<file path="config.mk">
export PLATFORM = sky130hd
export DESIGN_NAME = motor_tach_multi
export DESIGN_NICKNAME = d
export VERILOG_FILES = /design/src/rtl/motor_tach_multi.sv
export SDC_FILE = /design/constraint.sdc
export NUM_CORES = 1
export LEC_CHECK = 0
export ABC_AREA = 0
export CORE_AREA = 5 5 96 98
export DETAILED_ROUTE_END_ITERATION = 8
export DIE_AREA = 0 0 101 103
export GPL_TIMING_DRIVEN = 0
export PLACE_DENSITY = 0.84
export SYNTH_ARGS = -nofsm -noshare
export SYNTH_HDL_FRONTEND = slang
export SYNTH_SLANG_ARGS = --single-unit
</file>
<file path="constraint.sdc">
create_clock -name clk -period 5.15 [get_ports clk]
set_input_delay 0.515 -clock clk [delete_from_list [all_inputs] [get_ports clk]]
set_output_delay 0.515 -clock clk [all_outputs]
set_load 0.01 [all_outputs]
</file>
<file path="src/rtl/motor_tach_multi.sv">
// Multi-channel tachometer: synchronised, glitch-filtered rising-edge counts per gate window,
// published once per window with saturation flags and stall detection.
module motor_tach_multi #(
  parameter int unsigned NUM_CH        = 2,
  parameter int unsigned CNT_W         = 16,
  parameter int unsigned GATE_CYCLES   = 50_000_000,
  parameter int unsigned FILT_LEN      = 4,
  parameter int unsigned STALL_WINDOWS = 2
) (
  input  logic                    clk,
  input  logic                    rst_n,
  input  logic                    enable,
  input  logic [NUM_CH-1:0]       pulse_in,
  output logic [NUM_CH*CNT_W-1:0] count_out,
  output logic                    sample_valid,
  output logic [NUM_CH-1:0]       overflow,
  output logic [NUM_CH-1:0]       stall
);

  localparam int unsigned GATE_W = (GATE_CYCLES > 1) ? $clog2(GATE_CYCLES) : 1;
  localparam int unsigned FILT_W = (FILT_LEN > 1) ? $clog2(FILT_LEN) : 1;
  localparam int unsigned RUN_W  = $clog2(STALL_WINDOWS + 1);

  localparam logic [GATE_W-1:0] GATE_LAST = GATE_W'(GATE_CYCLES - 1);
  localparam logic [FILT_W-1:0] FILT_LAST = FILT_W'(FILT_LEN - 1);
  localparam logic [RUN_W-1:0]  RUN_MAX   = RUN_W'(STALL_WINDOWS);
  localparam logic [CNT_W-1:0]  CNT_MAX   = '1;

  logic [NUM_CH-1:0]             sync1_q, sync1_d, sync2_q, sync2_d;
  logic [NUM_CH-1:0]             filt_q, filt_d;
  logic [NUM_CH-1:0][FILT_W-1:0] filt_cnt_q, filt_cnt_d;
  logic [GATE_W-1:0]             gate_q, gate_d;
  logic [NUM_CH-1:0][CNT_W-1:0]  acc_q, acc_d;
  logic [NUM_CH-1:0]             ovf_q, ovf_d;
  logic [NUM_CH-1:0][CNT_W-1:0]  count_q, count_d;
  logic [NUM_CH-1:0]             overflow_q, overflow_d;
  logic [NUM_CH-1:0][RUN_W-1:0]  run_q, run_d;
  logic [NUM_CH-1:0]             stall_q, stall_d;
  logic                          sample_valid_q, sample_valid_d;
  logic [NUM_CH-1:0]             edge_c;
  logic                          terminal_c;

  always_comb begin
    sync1_d        = pulse_in;
    sync2_d        = sync1_q;
    filt_d         = filt_q;
    filt_cnt_d     = filt_cnt_q;
    gate_d         = gate_q;
    acc_d          = acc_q;
    ovf_d          = ovf_q;
    count_d        = count_q;
    overflow_d     = overflow_q;
    run_d          = run_q;
    stall_d        = stall_q;
    edge_c         = '0;
    terminal_c     = enable && (gate_q == '0);
    sample_valid_d = terminal_c;

    // Filter: accept a new level only after FILT_LEN consecutive differing samples
    for (int unsigned i = 0; i < NUM_CH; i++) begin
      if (sync2_q[i] != filt_q[i]) begin
        if (filt_cnt_q[i] == FILT_LAST) begin
          filt_d[i]     = sync2_q[i];
          filt_cnt_d[i] = '0;
        end else begin
          filt_cnt_d[i] = filt_cnt_q[i] + 1'b1;
        end
      end else begin
        filt_cnt_d[i] = '0;
      end
      edge_c[i] = filt_d[i] & ~filt_q[i];
    end

    if (!enable || terminal_c) gate_d = GATE_LAST;
    else                       gate_d = gate_q - 1'b1;

    for (int unsigned i = 0; i < NUM_CH; i++) begin
      if (!enable) begin
        acc_d[i] = '0;
        ovf_d[i] = 1'b0;
      end else if (terminal_c) begin
        count_d[i]    = acc_q[i];
        overflow_d[i] = ovf_q[i];
        if (acc_q[i] == '0) begin
          if (run_q[i] != RUN_MAX) run_d[i] = run_q[i] + 1'b1;
        end else begin
          run_d[i] = '0;
        end
        stall_d[i] = (run_d[i] == RUN_MAX);
        // an edge on the terminal cycle opens the next window
        acc_d[i]   = CNT_W'(edge_c[i]);
        ovf_d[i]   = 1'b0;
      end else if (edge_c[i]) begin
        if (acc_q[i] == CNT_MAX) ovf_d[i] = 1'b1;
        else                     acc_d[i] = acc_q[i] + 1'b1;
      end
    end
  end

  always_ff @(posedge clk) begin
    if (!rst_n) begin
      sync1_q        <= '0;
      sync2_q        <= '0;
      filt_q         <= '0;
      filt_cnt_q     <= '0;
      gate_q         <= GATE_LAST;
      acc_q          <= '0;
      ovf_q          <= '0;
      count_q        <= '0;
      overflow_q     <= '0;
      run_q          <= '0;
      stall_q        <= '0;
      sample_valid_q <= 1'b0;
    end else begin
      sync1_q        <= sync1_d;
      sync2_q        <= sync2_d;
      filt_q         <= filt_d;
      filt_cnt_q     <= filt_cnt_d;
      gate_q         <= gate_d;
      acc_q          <= acc_d;
      ovf_q          <= ovf_d;
      count_q        <= count_d;
      overflow_q     <= overflow_d;
      run_q          <= run_d;
      stall_q        <= stall_d;
      sample_valid_q <= sample_valid_d;
    end
  end

  assign count_out    = count_q;
  assign sample_valid = sample_valid_q;
  assign overflow     = overflow_q;
  assign stall        = stall_q;

endmodule

</file>
; ---- Yosys cells after proc, flatten, opt, wreduce, memory -nomap -nowiden
; Cells that the tools add are included.
[totals]
inputBits = 5
reg_bits = 111
output_inout_bits = 37
[classes]
mux = 18
n_eq_ne = 12
bitwise = 10
n_addsub = 7
n_reduce_logical = 20
[ops]
columns = operator, count
row1 = adder 16 x 1 -> 16 bit (second input constant), 2
row2 = == test 16 bit (second input constant), 2
row3 = zero test 16 bit, 2
row4 = zero test 26 bit, 1
row5 = subtractor 26 x 1 -> 26 bit (second input constant), 1
row6 = two-way mux 2 bit, 8
row7 = AND reduction 2 bit, 8
row8 = two-way mux 1 bit, 10
row9 = OR reduction 3 bit, 3
row10 = adder 2 x 1 -> 2 bit (second input constant), 4
row11 = == test 2 bit (second input constant), 4
row12 = != test 2 bit (second input constant), 4
row13 = inverter 1 bit, 8
row14 = nonzero test 2 bit, 2
row15 = bitwise AND 1 bit, 2
row16 = != test 1 bit, 2
row17 = OR reduction 2 bit, 1
row18 = logical AND 1 bit, 1
row19 = zero test 1 bit, 1
row20 = logical OR 1 bit, 1

; ---- Logic depth before layout (Yosys ltp)
[depth]
depth_word = 6
depth_mapped = 9
mapped_depth_nobuf = 7

; ---- Worst setup path before layout
; Ideal clock, no wire load.
[synth_timing]
kind = flip-flop to flip-flop
from = register gate_q[5]
to = register acc_q[24] (netlist name)
path_slack_ps = 2679
setup_time_ps = 126
path_buffers = 3
arrival_time_ps = 2345
stages_incl_launch_ff = 9
path_cell_list = dfxtp_1 > or4_1 > clkbuf_1 > or4_1 > buf_2 > or4_4 > nand2_4 > buf_6 > a211oi_1
[synth_between]
elab_chain_len = 3
[synth_rtl]
columns = item, line_no
row1 = start: declaration, 32  ; logic [GATE_W-1:0] gate_q, gate_d;
row2 = start signal: assignment, 119  ; gate_q <= gate_d;
row3 = zero test 26 bit, 56  ; terminal_c = enable && (gate_q == '0);
row4 = logical AND 1 bit, 56
row5 = OR reduction 3 bit (no line), -
row6 = end signal: assignment, 107  ; acc_q <= '0;
row7 = end signal: assignment, 120  ; acc_q <= acc_d;
row8 = end: declaration, 33  ; logic [NUM_CH-1:0][CNT_W-1:0] acc_q, acc_d;
; Every way passes these cells.
; A chain may end at the register's enable or synchronous reset.

; ---- Worst setup path in the final report
[layout_timing]
from = register gate_q[5]
to = register count_q (netlist bit count_out[1])
[layout_between]
elab_chain_len = 3
[layout_rtl]
columns = item, line_no
row1 = zero test 26 bit, 56
row2 = logical AND 1 bit, 56
row3 = AND reduction 2 bit (no line), -
row4 = end signal: assignment, 122  ; count_q <= count_d;
row5 = end: declaration, 35  ; logic [NUM_CH-1:0][CNT_W-1:0] count_q, count_d;
; Every way passes these cells.

==> flow_summary_export.csv <==
group,metric,value,unit
synthesis,ys_types,43,
global_routing,track_usage,19.8,%
worst_hold_path,holdPathEnd,"gate_q[0]$_SDFF_PP1_",
worst_hold_path,min_path_cells,1,
synthesis,postSynthCellCount,525,
floorplan,rows,34,
run,drv_cap,0,
timing,rsz0062_at_grt,"no",
clock_network,root_buffer,"clkbuf_8",
final_layout,num-nets-final,590,
status,status,"complete, no violations",
clock_network,cts_inserted_buffers,9,
synthesis,synthArstFlopShare,0,%
clock_network,ctsHtreeMaxLevel,3,
synthesis,synth_edf_count,0,
floorplan,io_pins,42,
power,power_leakage,0.00197,µW
timing,slew_headroom,28.2,%
critical_path,rrSetupSlack,2.30,ns
floorplan,die_w,101,µm
floorplan,core-area,8380,µm²
synthesis,synth_top_area_cell,"dfxtp_1",
synthesis,ys_seq_elements,111,
power,power.switching,331,µW
timing,worst_slew_pin_slew,1.07,ns
global_routing,grt_pass1_wl,16800,µm
critical_path,reg2reg_to,"count_out[1]$_SDFFE_PN0P_",
clock_network,clkSlewWorstSetupHoldPaths,0.10,ns
placement,numPortBuffers,40,
timing,setup_violations,0,
timing,fin_crit_sh,55.3,%
power,powerDensity,252,nW/µm²
timing,worst_slack,2.30,ns
timing,slew_viol_final,0,
floorplan,initial_core_util,57.8,%
global_routing,grt_pass1_vias,3683,
floorplan,die_area,10400,µm²
critical_path,cp.required,5.42,ns
placement,dp_hpwl,7360,µm
clock_network,clk_latency,0.38,ns
critical_path,r2r-start,"gate_q[5]$_SDFF_PP1_",
final_layout,drive_gt1_share,4.99,%
clock_network,clock_sinks,111,
final_layout,area_delta_synth_final,15.1,%
routing,firstDrtPassIters,4,
timing,hold_viol,0,
power,internal-power,1080,µW
placement,place_ws,2.32,ns
clock_network,clockBufferDepth,2,
critical_path,worstPathMaxFanout,10,
timing,finalClockSkew,0.0176,ns
power,ir_drop,0.000116,V
synthesis,synth_area_leaders,"dfxtp_1 46%, mux2i_1 7.9%, xnor2_1 5.6%",
timing,max_freq,351,MHz
synthesis,ys_warn_count,0,
global_routing,grt.overflow.total,0,
routing,antenna_left,0,
synthesis,synth_nets,539,
clock_network,postCtsSetupBuffers,0,
critical_path,cp.arrival,3.12,ns
routing,route.detailed.drc,0,
global_routing,grt_max_degree,21,
worst_hold_path,holdCritStartpoint,"gate_q[0]$_SDFF_PP1_",
routing,dr.first_iter.drc_count,144,
clock_network,ctsHoldBuffers,0,
routing,vias,3806,
synthesis,synth.avg_cell_area,9.23,µm²
critical_path,cp-end-kind,"register",
final_layout,diodes,0,
timing,finalSetupTns,0,ns
clock_network,cts-resized-gates,0,
routing,drt_wl_total,9870,µm
global_routing,antenna_found_initial,0,
power,p_seq_share,61.3,%
placement,place_congestion,0.900,
synthesis,yosysSeqAreaShare,45.9,%
routing,routedWlPerCell,14.3,µm
power,p_comb_share,2.3,%
synthesis,netlist_area,4840,µm²
critical_path,start_kind,"register",
clock_network,cts_tree,"yes",
power,p_sw_share,23.6,%
floorplan,die_h,103,µm
synthesis,synth_top_cell_area_share,45.9,%
power,p_clk_share,36.5,%
timing,period_needed,2.85,ns
worst_hold_path,hold_class,"reg2reg",
critical_path,ff2ff_path_depth,7,
critical_path,worstSetupPathType,"reg2reg",
synthesis,synthFlopType,"dfxtp_1",
timing,hold_slack,0.409,ns
routing,viasPerCell,5.52,
[cell type report]
| class | instances | area (µm²) |
|---|---|---|
| Clock buffer | 10 | 138 |
| Sequential cell | 111 | 2220 |
| Inverter | 14 | 52.6 |
| Timing Repair Buffer | 40 | 400 |
| Clock inverter | 6 | 57.6 |
| Fill cell | 668 | 2810 |
| Tap cell | 108 | 135 |
| Buffer | 27 | 133 |
| Multi-Input combinational cell | 373 | 2440 |
[critical path, cell delays in order (launching register included)]
cell and delay, ns:
dfxtp_1 0.35, or4_1 0.53, clkbuf_1 0.17, nor3_1 0.58, nand4_1 0.34, buf_1 0.44
mux2i_1 0.27, nor2b_1 0.07
[state kept, by name, indices dropped and copies added (netlist names)]
signal	flops
ovf_q	2
sample_valid	1
overflow	2
sync2_q	2
sync1_q	2
acc_q	32
stall	2
gate_q	26
filt_q	2
run_q	4
count_out	32
filt_cnt_q	4
[Yosys cell counts (2+ instances only)]
master and count:
nand4_1 13, nand2b_1 3, and4_1 4, clkbuf_1 19, o21ai_0 9, and3b_1 2, dfxtp_1 111, and3_1 2
or4_1 7, xor2_1 11, nor2_1 50, mux2i_1 38, xnor2_1 31, a211oi_1 3, a31o_2 2, nor2b_1 37
o31ai_1 3, nor4b_1 8, and2_1 8, buf_1 3, nand2_1 39, nor4bb_1 2, or2_2 2, ha_1 9
nor4_1 18, inv_1 14, buf_6 4, nand3_1 20, nor3_1 22, or3_1 8, a21oi_1 9, nor3b_1 3
[power groups by stage]
| stage | logic [µW] | registers, µW | clock network (µW) |
|---|---|---|---|
| detailed placement | 32.1 | 882 | 0 |
| global placement | 31.3 | 882 | 0 |
| floorplan | 21.6 | 881 | 0 |
| finish | 32.0 | 862 | 513 |
| CTS | 32.4 | 862 | 521 |
| global route | 34.8 | 863 | 558 |
[through the flow]
stage / cells / util (%) / total power (µW) / cell area [µm²]
floorplan: 525 / - / 903 / 4840
global placement: 673 / 64.2 / 913 / 5380
detailed placement: 673 / 64.2 / 914 / 5380
CTS: 689 / 66.5 / 1420 / 5580
global route: 689 / 66.5 / 1460 / 5580
finish: 689 / 66.5 / 1410 / 5580
[cell usage in the layout, fill, tap and decap left out, types with 2 or more instances in the layout]
cell,instances
nand4_1,13
inv_1,14
or4_1,7
nor4_1,18
nor3b_1,3
a21oi_1,9
o21ai_0,9
a211oi_1,3
ha_1,9
nand2_1,39
and2_1,8
nor4b_1,8
o31ai_1,3
clkdlybuf4s50_1,40
and4_1,4
nor3_1,22
and3b_1,2
clkbuf_8,10
clkinv_4,2
or2_2,2
and3_1,2
clkbuf_1,19
nand2b_1,3
nor4bb_1,2
buf_1,3
nor2b_1,37
buf_6,4
xor2_1,11
or3_1,8
a31o_2,2
dfxtp_1,111
inv_8,2
nor2_1,50
mux2i_1,38
xnor2_1,31
nand3_1,20
inv_6,2
[cell families (layout without fill, tap and decap cells)]
family	after synthesis	in the layout	share of synthesized area, %
AOI/OAI and AO/OA	30	30	3.80
xor gates and xnor gates	42	42	7.59
adders and majority gates	9	9	2.32
buffers and inverters	41	97	3.82
DFF	111	111	45.9
muxes	38	38	7.85
and+or+nand+nor	254	254	28.7
[worst max path at each step]
stage                              start                         to  slack, ns  cells after the start
finish              gate_q[5]$_SDFF_PP1_  count_out[1]$_SDFFE_PN0P_       2.30                      7
global route        gate_q[5]$_SDFF_PP1_  count_out[1]$_SDFFE_PN0P_       2.13                      7
floorplan           gate_q[5]$_SDFF_PP1_     acc_q[24]$_SDFFE_PP0P_       2.68                      8
global placement    gate_q[5]$_SDFF_PP1_  count_out[3]$_SDFFE_PN0P_       2.39                      7
CTS                 gate_q[5]$_SDFF_PP1_  count_out[1]$_SDFFE_PN0P_       2.30                      7
detailed placement  gate_q[5]$_SDFF_PP1_  count_out[1]$_SDFFE_PN0P_       2.32                      7
[routing by layer]
layer	GRT usage [%]	vias to the layer above	wire, µm
li1	-	1925	-
met1	26.0	1794	4570
met2	33.0	72	4700
met3	3.59	15	401
met4	7.26	0	190
met5	0	-	0
Note: power is estimated with default switching activity, not from simulation.
